$ cat src/rtl/mux_sel_pkg.sv
// Shared types and constants for the mux select arbiter and its gap timer.
package mux_sel_pkg;

  localparam int unsigned GAP_W  = 4;
  localparam int unsigned BEAT_W = 8;

  localparam logic SEL_IN1 = 1'b0;
  localparam logic SEL_IN2 = 1'b1;

  typedef enum logic [1:0] {
    IDLE   = 2'd0,
    GAP    = 2'd1,
    GRANT1 = 2'd2,
    GRANT2 = 2'd3
  } state_t;

endpackage

$ cat src/rtl/mux_sel_gap_timer.sv
// Loadable down-counter; done_c is high while the count is zero.
import mux_sel_pkg::*;

module mux_sel_gap_timer #(
  parameter int unsigned W = GAP_W
) (
  input  logic         clk,
  input  logic         rst_n,
  input  logic         load,
  input  logic [W-1:0] load_val,
  input  logic         dec,
  output logic         done_c
);

  logic [W-1:0] count_q;

  always_ff @(posedge clk or negedge rst_n) begin
    if (!rst_n) begin
      count_q <= '0;
    end else if (load) begin
      count_q <= load_val;
    end else if (dec && (count_q != '0)) begin
      count_q <= count_q - W'(1);
    end
  end

  assign done_c = (count_q == '0);

endmodule

$ cat src/rtl/mux_sel_arbiter.sv
// Select generator for a 2:1 mux bank: packet-locked arbitration with idle gaps on S changes.
// Optional per-grant beat limit enabled by defining MUX_SEL_BURST_LIMIT_EN.
import mux_sel_pkg::*;

module mux_sel_arbiter #(
  parameter int unsigned SWITCH_GAP = 1,
  parameter int unsigned MAX_BEATS  = 8
) (
  input  logic CLK,
  input  logic RSTB,
  input  logic VALID1,
  input  logic LAST1,
  output logic GNT1,
  input  logic VALID2,
  input  logic LAST2,
  output logic GNT2,
  output logic S,
  output logic OUT_VALID,
  input  logic OUT_READY,
  output logic OUT_LAST,
  output logic BUSY
);

  localparam int unsigned GAP_M1 = (SWITCH_GAP == 0) ? 0 : SWITCH_GAP - 1;
  localparam logic [GAP_W-1:0] GAP_LOAD = GAP_W'(GAP_M1);
  localparam bit NO_GAP = (SWITCH_GAP == 0);

  state_t state_q, state_d;
  logic   sel_q, sel_d;
  logic   lw_q, lw_d;
  logic   gap_load, gap_dec, gap_done;
  logic   beat_clr, beat_inc, burst_hit;
  logic   tgt, cur_valid, cur_last, cur_other, cur_sel, xfer;

  // Tie-break favours the source that did not win last.
  assign tgt       = (VALID1 && VALID2) ? ~lw_q : (VALID1 ? SEL_IN1 : SEL_IN2);
  assign cur_valid = (state_q == GRANT2) ? VALID2 : VALID1;
  assign cur_last  = (state_q == GRANT2) ? LAST2  : LAST1;
  assign cur_other = (state_q == GRANT2) ? VALID1 : VALID2;
  assign cur_sel   = (state_q == GRANT2) ? SEL_IN2 : SEL_IN1;

  mux_sel_gap_timer #(.W(GAP_W)) u_gap (
    .clk      (CLK),
    .rst_n    (RSTB),
    .load     (gap_load),
    .load_val (GAP_LOAD),
    .dec      (gap_dec),
    .done_c   (gap_done)
  );

`ifdef MUX_SEL_BURST_LIMIT_EN
  logic [BEAT_W-1:0] beat_cnt_q;

  // Saturating count of transfers within the current grant.
  always_ff @(posedge CLK or negedge RSTB) begin
    if (!RSTB) begin
      beat_cnt_q <= '0;
    end else if (beat_clr) begin
      beat_cnt_q <= '0;
    end else if (beat_inc && (beat_cnt_q < BEAT_W'(MAX_BEATS))) begin
      beat_cnt_q <= beat_cnt_q + BEAT_W'(1);
    end
  end

  assign burst_hit = (beat_cnt_q >= BEAT_W'(MAX_BEATS - 1)) && cur_other;
`else
  logic unused_burst;
  assign unused_burst = beat_clr ^ beat_inc ^ cur_other ^ (MAX_BEATS == 0);
  assign burst_hit    = 1'b0;
`endif

  always_ff @(posedge CLK or negedge RSTB) begin
    if (!RSTB) begin
      state_q <= IDLE;
      sel_q   <= SEL_IN1;
      lw_q    <= SEL_IN2;
    end else begin
      state_q <= state_d;
      sel_q   <= sel_d;
      lw_q    <= lw_d;
    end
  end

  always_comb begin
    state_d   = state_q;
    sel_d     = sel_q;
    lw_d      = lw_q;
    gap_load  = 1'b0;
    gap_dec   = 1'b0;
    beat_clr  = 1'b0;
    beat_inc  = 1'b0;
    xfer      = 1'b0;
    GNT1      = 1'b0;
    GNT2      = 1'b0;
    OUT_VALID = 1'b0;
    OUT_LAST  = 1'b0;
    case (state_q)
      IDLE: begin
        if (VALID1 || VALID2) begin
          sel_d = tgt;
          if ((tgt == sel_q) || NO_GAP) begin
            state_d  = (tgt == SEL_IN1) ? GRANT1 : GRANT2;
            beat_clr = 1'b1;
          end else begin
            state_d  = GAP;
            gap_load = 1'b1;
          end
        end
      end
      GAP: begin
        if (gap_done) begin
          state_d  = (sel_q == SEL_IN1) ? GRANT1 : GRANT2;
          beat_clr = 1'b1;
        end else begin
          gap_dec = 1'b1;
        end
      end
      GRANT1, GRANT2: begin
        OUT_VALID = cur_valid;
        OUT_LAST  = cur_last;
        xfer      = cur_valid && OUT_READY;
        GNT1      = xfer && (state_q == GRANT1);
        GNT2      = xfer && (state_q == GRANT2);
        beat_inc  = xfer;
        if (xfer && (cur_last || burst_hit)) begin
          state_d = IDLE;
          lw_d    = cur_sel;
        end
      end
      default: state_d = IDLE;
    endcase
  end

  assign S    = sel_q;
  assign BUSY = (state_q != IDLE);

endmodule

$ cat config.mk
export PLATFORM = sky130hd
export DESIGN_NAME = mux_sel_arbiter
export DESIGN_NICKNAME = d
export VERILOG_FILES = /design/src/rtl/mux_sel_pkg.sv /design/src/rtl/mux_sel_gap_timer.sv /design/src/rtl/mux_sel_arbiter.sv
export SDC_FILE = /design/constraint.sdc
export NUM_CORES = 1
export LEC_CHECK = 0
export CORE_AREA = 2 2 39 41
export CTS_BUF_LIST = sky130_fd_sc_hd__clkbuf_8
export DETAILED_ROUTE_END_ITERATION = 6
export DIE_AREA = 0 0 41 43
export GPL_ROUTABILITY_DRIVEN = 0
export HOLD_SLACK_MARGIN = 0.06
export PLACE_DENSITY = 0.68
export REMOVE_ABC_BUFFERS = 1
export SLEW_MARGIN = 20
export SYNTH_ARGS = -nofsm -noshare
export SYNTH_HDL_FRONTEND = slang
export SYNTH_SLANG_ARGS = --single-unit
$ cat constraint.sdc
create_clock -name CLK -period 3.6 [get_ports CLK]
set_clock_uncertainty 0.2 [all_clocks]
set_input_delay 0.72 -clock CLK [delete_from_list [all_inputs] [get_ports CLK]]
set_output_delay 0.72 -clock CLK [all_outputs]
set_load 0.01 [all_outputs]
# Word level (Yosys, flattened, before mapping)
# Index checks and enable logic that the tools add are counted.
# op_classes
add_sub_neg	1
eq_ne	7
muxes	23
n_bitwise	1
reduce_logical	16
# ops
cell	count
two-way mux 1 bit	16
two-way mux 2 bit	4
two-way mux 4 bit	2
logical AND 1 bit	6
inequality test 2 bit (second input constant)	3
one-hot mux 2 bit (3 select lines)	1
equality test 2 bit (second input constant)	2
zero test 4 bit	1
AND reduction 2 bit	2
nonzero test 2 bit	2
nonzero test 4 bit	1
subtractor 4 x 1 -> 4 bit (second input constant)	1
AND reduction 3 bit	1
equality test 2 x 1 -> 1 bit (second input constant)	1
zero test 2 bit	1
OR reduction 2 bit	1
equality test 1 bit	1
logical OR 1 bit	1
NOT 1 bit	1
# word_totals
ff_bits	8
output_inout_bits	6
elab_cells	52

# Longest topological paths before layout
# logic_depth
word_depth	7
depth_mapped	6

# Cells and area by module
# A second synthesis with hierarchy kept.
# hier_totals
hier_cells	65
hier_area_um2	578.1
# by_module_without_submodules
module	n_inst	cells_each	area_each_um2	seq_area_each_um2
mux_sel_arbiter	1	38	307.8	101.3
mux_sel_gap_timer	1	27	270.3	100.1

# Worst setup path after synthesis
# No wires, ideal clock.
# synth_path
path_kind	input-to-reg
startpoint	input port VALID1
endpoint	register u_gap.count_q[2]
setup_ps	127
t_arrival_ps	1795
t_required_ps	3273
path_slack_ps	1478
cell_stages	5
n_path_buf	0
cell_sequence	a21boi_0 -> ha_1 -> or3b_2 -> o21ai_0 -> mux2i_1
# synth_between
elab_chain_len	7
elab_cells_between_ends	10
classes_between	1 x eq/ne; 6 x mux; 3 x reduce/logical
# synth_rtl
element	line	rtl
start: declaration	mux_sel_arbiter.sv:11	input logic VALID1,
two-way mux 1 bit or logical AND 1 bit (tied branches)	mux_sel_arbiter.sv:36	assign tgt = (VALID1 && VALID2) ? ~lw_q : (VALID1 ? SEL_IN1 : SEL_IN2);
two-way mux 1 bit	mux_sel_arbiter.sv:36	
equality test 1 bit	mux_sel_arbiter.sv:101	if ((tgt == sel_q) || NO_GAP) begin
two-way mux 1 bit	mux_sel_arbiter.sv:101	
two-way mux 1 bit (*)	mux_sel_arbiter.sv:99	if (VALID1 || VALID2) begin
two-way mux 1 bit (*)	mux_sel_arbiter.sv:97	case (state_q)
two-way mux 4 bit or nonzero test 2 bit (tied branches)	--	
end signal: assignment	mux_sel_gap_timer.sv:21	count_q <= load_val;
end signal: assignment	mux_sel_gap_timer.sv:23	count_q <= count_q - W'(1);
end: declaration	mux_sel_gap_timer.sv:15	logic [W-1:0] count_q;
# Mark *: on every way between the ends. The rest lies on a longest branch, timed or not.
# A chain may end at the register's enable or synchronous reset.

# Worst setup path after layout
# layout_path
startpoint	input port VALID2
endpoint	output port GNT1
# layout_between
elab_chain_len	4
# layout_rtl
element	line	rtl
start: declaration	mux_sel_arbiter.sv:14	input logic VALID2,
two-way mux 1 bit	mux_sel_arbiter.sv:37	assign cur_valid = (state_q == GRANT2) ? VALID2 : VALID1;
logical AND 1 bit	mux_sel_arbiter.sv:121	xfer = cur_valid && OUT_READY;
logical AND 1 bit	mux_sel_arbiter.sv:122	GNT1 = xfer && (state_q == GRANT1);
two-way mux 1 bit	mux_sel_arbiter.sv:97	
end: declaration	mux_sel_arbiter.sv:13	output logic GNT1,
# No other way between the ends.

==> metrics.yaml <==
antenna_found_initial: 0
post-route-period-util_pct: 85.91
core_sq_um: 1384
cts_max_level: 1
fin_cells: 94
seq_area_frac_synth_pct: 36.43
reg2regPathDepth: 6
leakage_nw: 0.3095
hold_viol_final: 0
cts_buffer_depth: 2
wl_um: 1276
cts_tree: "built"
syn_area_sq_um: 553.0
grtUsageMet2_pct: 26.25
drtPass1Iterations: 4
reg2reg_to: "u_gap.count_q[0]"
fillers: 146
grt_start_max_net_pins: 17
r2r-start: "lw_q"
port_buffers: 12
critPathCaptureType: "primary output"
top_usage_layer: "met2"
drt.antenna.violating_nets: 0
max_cap_viol_count: 0
syn_to_final_growth_pct: 31.90
yosys_warnings: 0
final_nets: 89
r2r_setup_slack_ns: 1.56
holdPathEnd: "lw_q"
grt-ovfl-total: 0
finalSetupTns_ns: 0
dp_hpwl_um: 943.8
whs_ns: 0.3054
synthDistinctLibCells: 28
setup_viol: 0
via_per_inst: 5.681
gr-usage-all-layers_pct: 18.04
die_h_um: 43
diodes: 0
cts.sinks: 8
crit_path_top_delay_cell: "clkdlybuf4s50_1"
initial_utilization_pct: 39.96
hp-class: "reg -> reg"
ys_seq_elements: 8
criticalPathCategory: "in -> out"
netlist_instances: 64
wire_per_inst_um: 13.57
vias: 534
clk_latency_ns: 0.23
fmax_ghz: 0.3233
io_pins: 13
numCtsBuffers: 3
post_cts_buffers: 0
period_needed_ns: 3.093
status: "complete, no violations"
start_kind: "input port"
irDropWorstVdd_v: 0.0003954
worstPathCellList: "clkdlybuf4s50_1 > mux2i_1 > nor3_1 > clkdlybuf4s50_1"
p_total_w: 0.0005627
layout-drive-gt1-share_pct: 6.410
max_slew_margin_pct: 70.92
drc_errors: 0
grt_pass1_wl_um: 2070
hold_buffers: 0
clk_pin_slew_worst_paths_ns: 0.04
crit_required_ns: 2.68
grt_use_met1_pct: 23.31
worst_pin_slew_ns: 0.4362
syn_avg_cell_area_sq_um: 8.641
power-per-cell-area_nw_per_um2: 771.4
hold_depth: 2
cpPeakStageDelay_ns: 0.56
finalMaxSlewViolations: 0
worst-path-max-fanout: 6
worst_path_most_repeated_cell: "clkdlybuf4s50_1"
hp-start: "lw_q"
grtUsageMet3_pct: 3.141
grt_pass1_vias: 494
row_count: 14
root_buffer: "clkbuf_8"
drt_iter0_markers: 2
dieArea_sq_um: 1763
cp.arrival_ns: 2.17
rsz0062_at_grt: "no"
die_x_um: 41
cts.repair.resized: 0
post-place-cells: 90
[Yosys cell counts]
library cell / number / area share [%]
a21boi_0: 1 / 1.4
a21oi_1: 7 / 6.3
a22o_1: 1 / 1.6
and3b_1: 1 / 1.6
and4_1: 1 / 1.6
buf_2: 1 / 0.90
clkbuf_1: 1 / 0.68
dfrtp_1: 7 / 32
dfstp_2: 1 / 4.8
ha_1: 3 / 6.8
inv_1: 5 / 3.4
mux2i_1: 3 / 5.4
nand2_1: 3 / 2.0
nand2b_1: 2 / 2.3
nand3_1: 3 / 2.7
nand4_1: 1 / 1.1
nor2_1: 3 / 2.0
nor2b_1: 3 / 3.4
nor3_1: 1 / 0.90
nor3b_1: 2 / 2.7
nor4_1: 1 / 1.1
o211ai_1: 2 / 2.7
o21ai_0: 5 / 4.5
o311ai_0: 1 / 1.6
or3_1: 2 / 2.3
or3b_1: 1 / 1.6
or3b_2: 1 / 1.6
or4_1: 1 / 1.4
[registers in the layout, summed over array words and instances (netlist names)]
register / count
S: 1
u_gap.count_q: 4
lw_q: 1
state_q: 2
[logic make-up after synthesis]
family / share of synthesized area (%)
buffers and inverters: 4.976
muxes: 5.430
adders and majority gates: 6.788
DFF: 36.43
AOI/OAI and AO/OA: 18.10
and+or+nand+nor: 28.28
[cell usage in the layout, fill, tap and decap left out, drive strengths merged]
cell type | netlist | final
nand4 | 1 | 1
nor2 | 3 | 3
nor4 | 1 | 1
or3b | 2 | 2
dfrtp | 7 | 7
clkbuf | 1 | 3
inv | 5 | 6
nor3 | 1 | 1
nand2b | 2 | 2
nor2b | 3 | 3
mux2i | 3 | 3
and4 | 1 | 1
and3b | 1 | 1
o21ai | 5 | 5
a21boi | 1 | 1
nand3 | 3 | 3
a21oi | 7 | 7
or4 | 1 | 1
or3 | 2 | 2
ha | 3 | 3
clkdlybuf4s50 | 0 | 12
a22o | 1 | 1
nor3b | 2 | 2
dfstp | 1 | 1
o311ai | 1 | 1
nand2 | 3 | 3
o211ai | 2 | 2
[per-layer routing]
metal | share of wire [%] | up-vias
li1 | - | 262
met1 | 43 | 258
met2 | 50 | 12
met3 | 4.8 | 2
met4 | 1.6 | 0
met5 | 0 | -
[critical path, delay by kind of cell]
| family | cells | cell delay, ns |
|---|---|---|
| buffers and inverters | 2 | 1.12 |
| AND/OR/NAND/NOR | 1 | 0.19 |
| multiplexers | 1 | 0.14 |
[stage by stage]
step	setup slack, ns	util [%]	instance area, sq um
after floorplan	1.478	-	544.3
after global placement	0.5427	49.46	684.4
after detailed placement	0.5134	49.46	684.4
after CTS	0.5084	52.71	729.5
after global routing	0.4113	52.71	729.5
final	0.5072	52.71	729.5
[final cells by class]
type | count | area [sq um] | area share, %
multi-input combinational | 49 | 324.1 | 44.43
tap | 16 | 20.02 | 2.744
sequential | 8 | 201.4 | 27.62
clock inverter | 1 | 3.754 | 0.5146
inverter | 5 | 18.77 | 2.573
clock buffer | 3 | 41.29 | 5.660
timing repair buffer | 12 | 120.1 | 16.47
[worst max-delay path by stage]
stage / startpoint / to / slack, ns / depth (start not counted)
global route: VALID2 / GNT1 / 0.41 / 4
finish: VALID2 / GNT1 / 0.51 / 4
floorplan: VALID1 / u_gap.count_q[2] / 1.48 / 5
CTS: VALID2 / GNT1 / 0.51 / 4
global placement: VALID2 / GNT1 / 0.54 / 4
detailed placement: VALID2 / GNT1 / 0.51 / 4
[power by group]
part	switching, W	total (W)	internal [W]	leakage, nW
Clock	0.0000377	0.000112	0.0000740	0.0269
Combinational	0.000118	0.000253	0.000135	0.190
Sequential	0.0000604	0.000198	0.000138	0.0926
Total	0.000216	0.000563	0.000347	0.310
No activity file was read; power rests on OpenSTA's default activity.
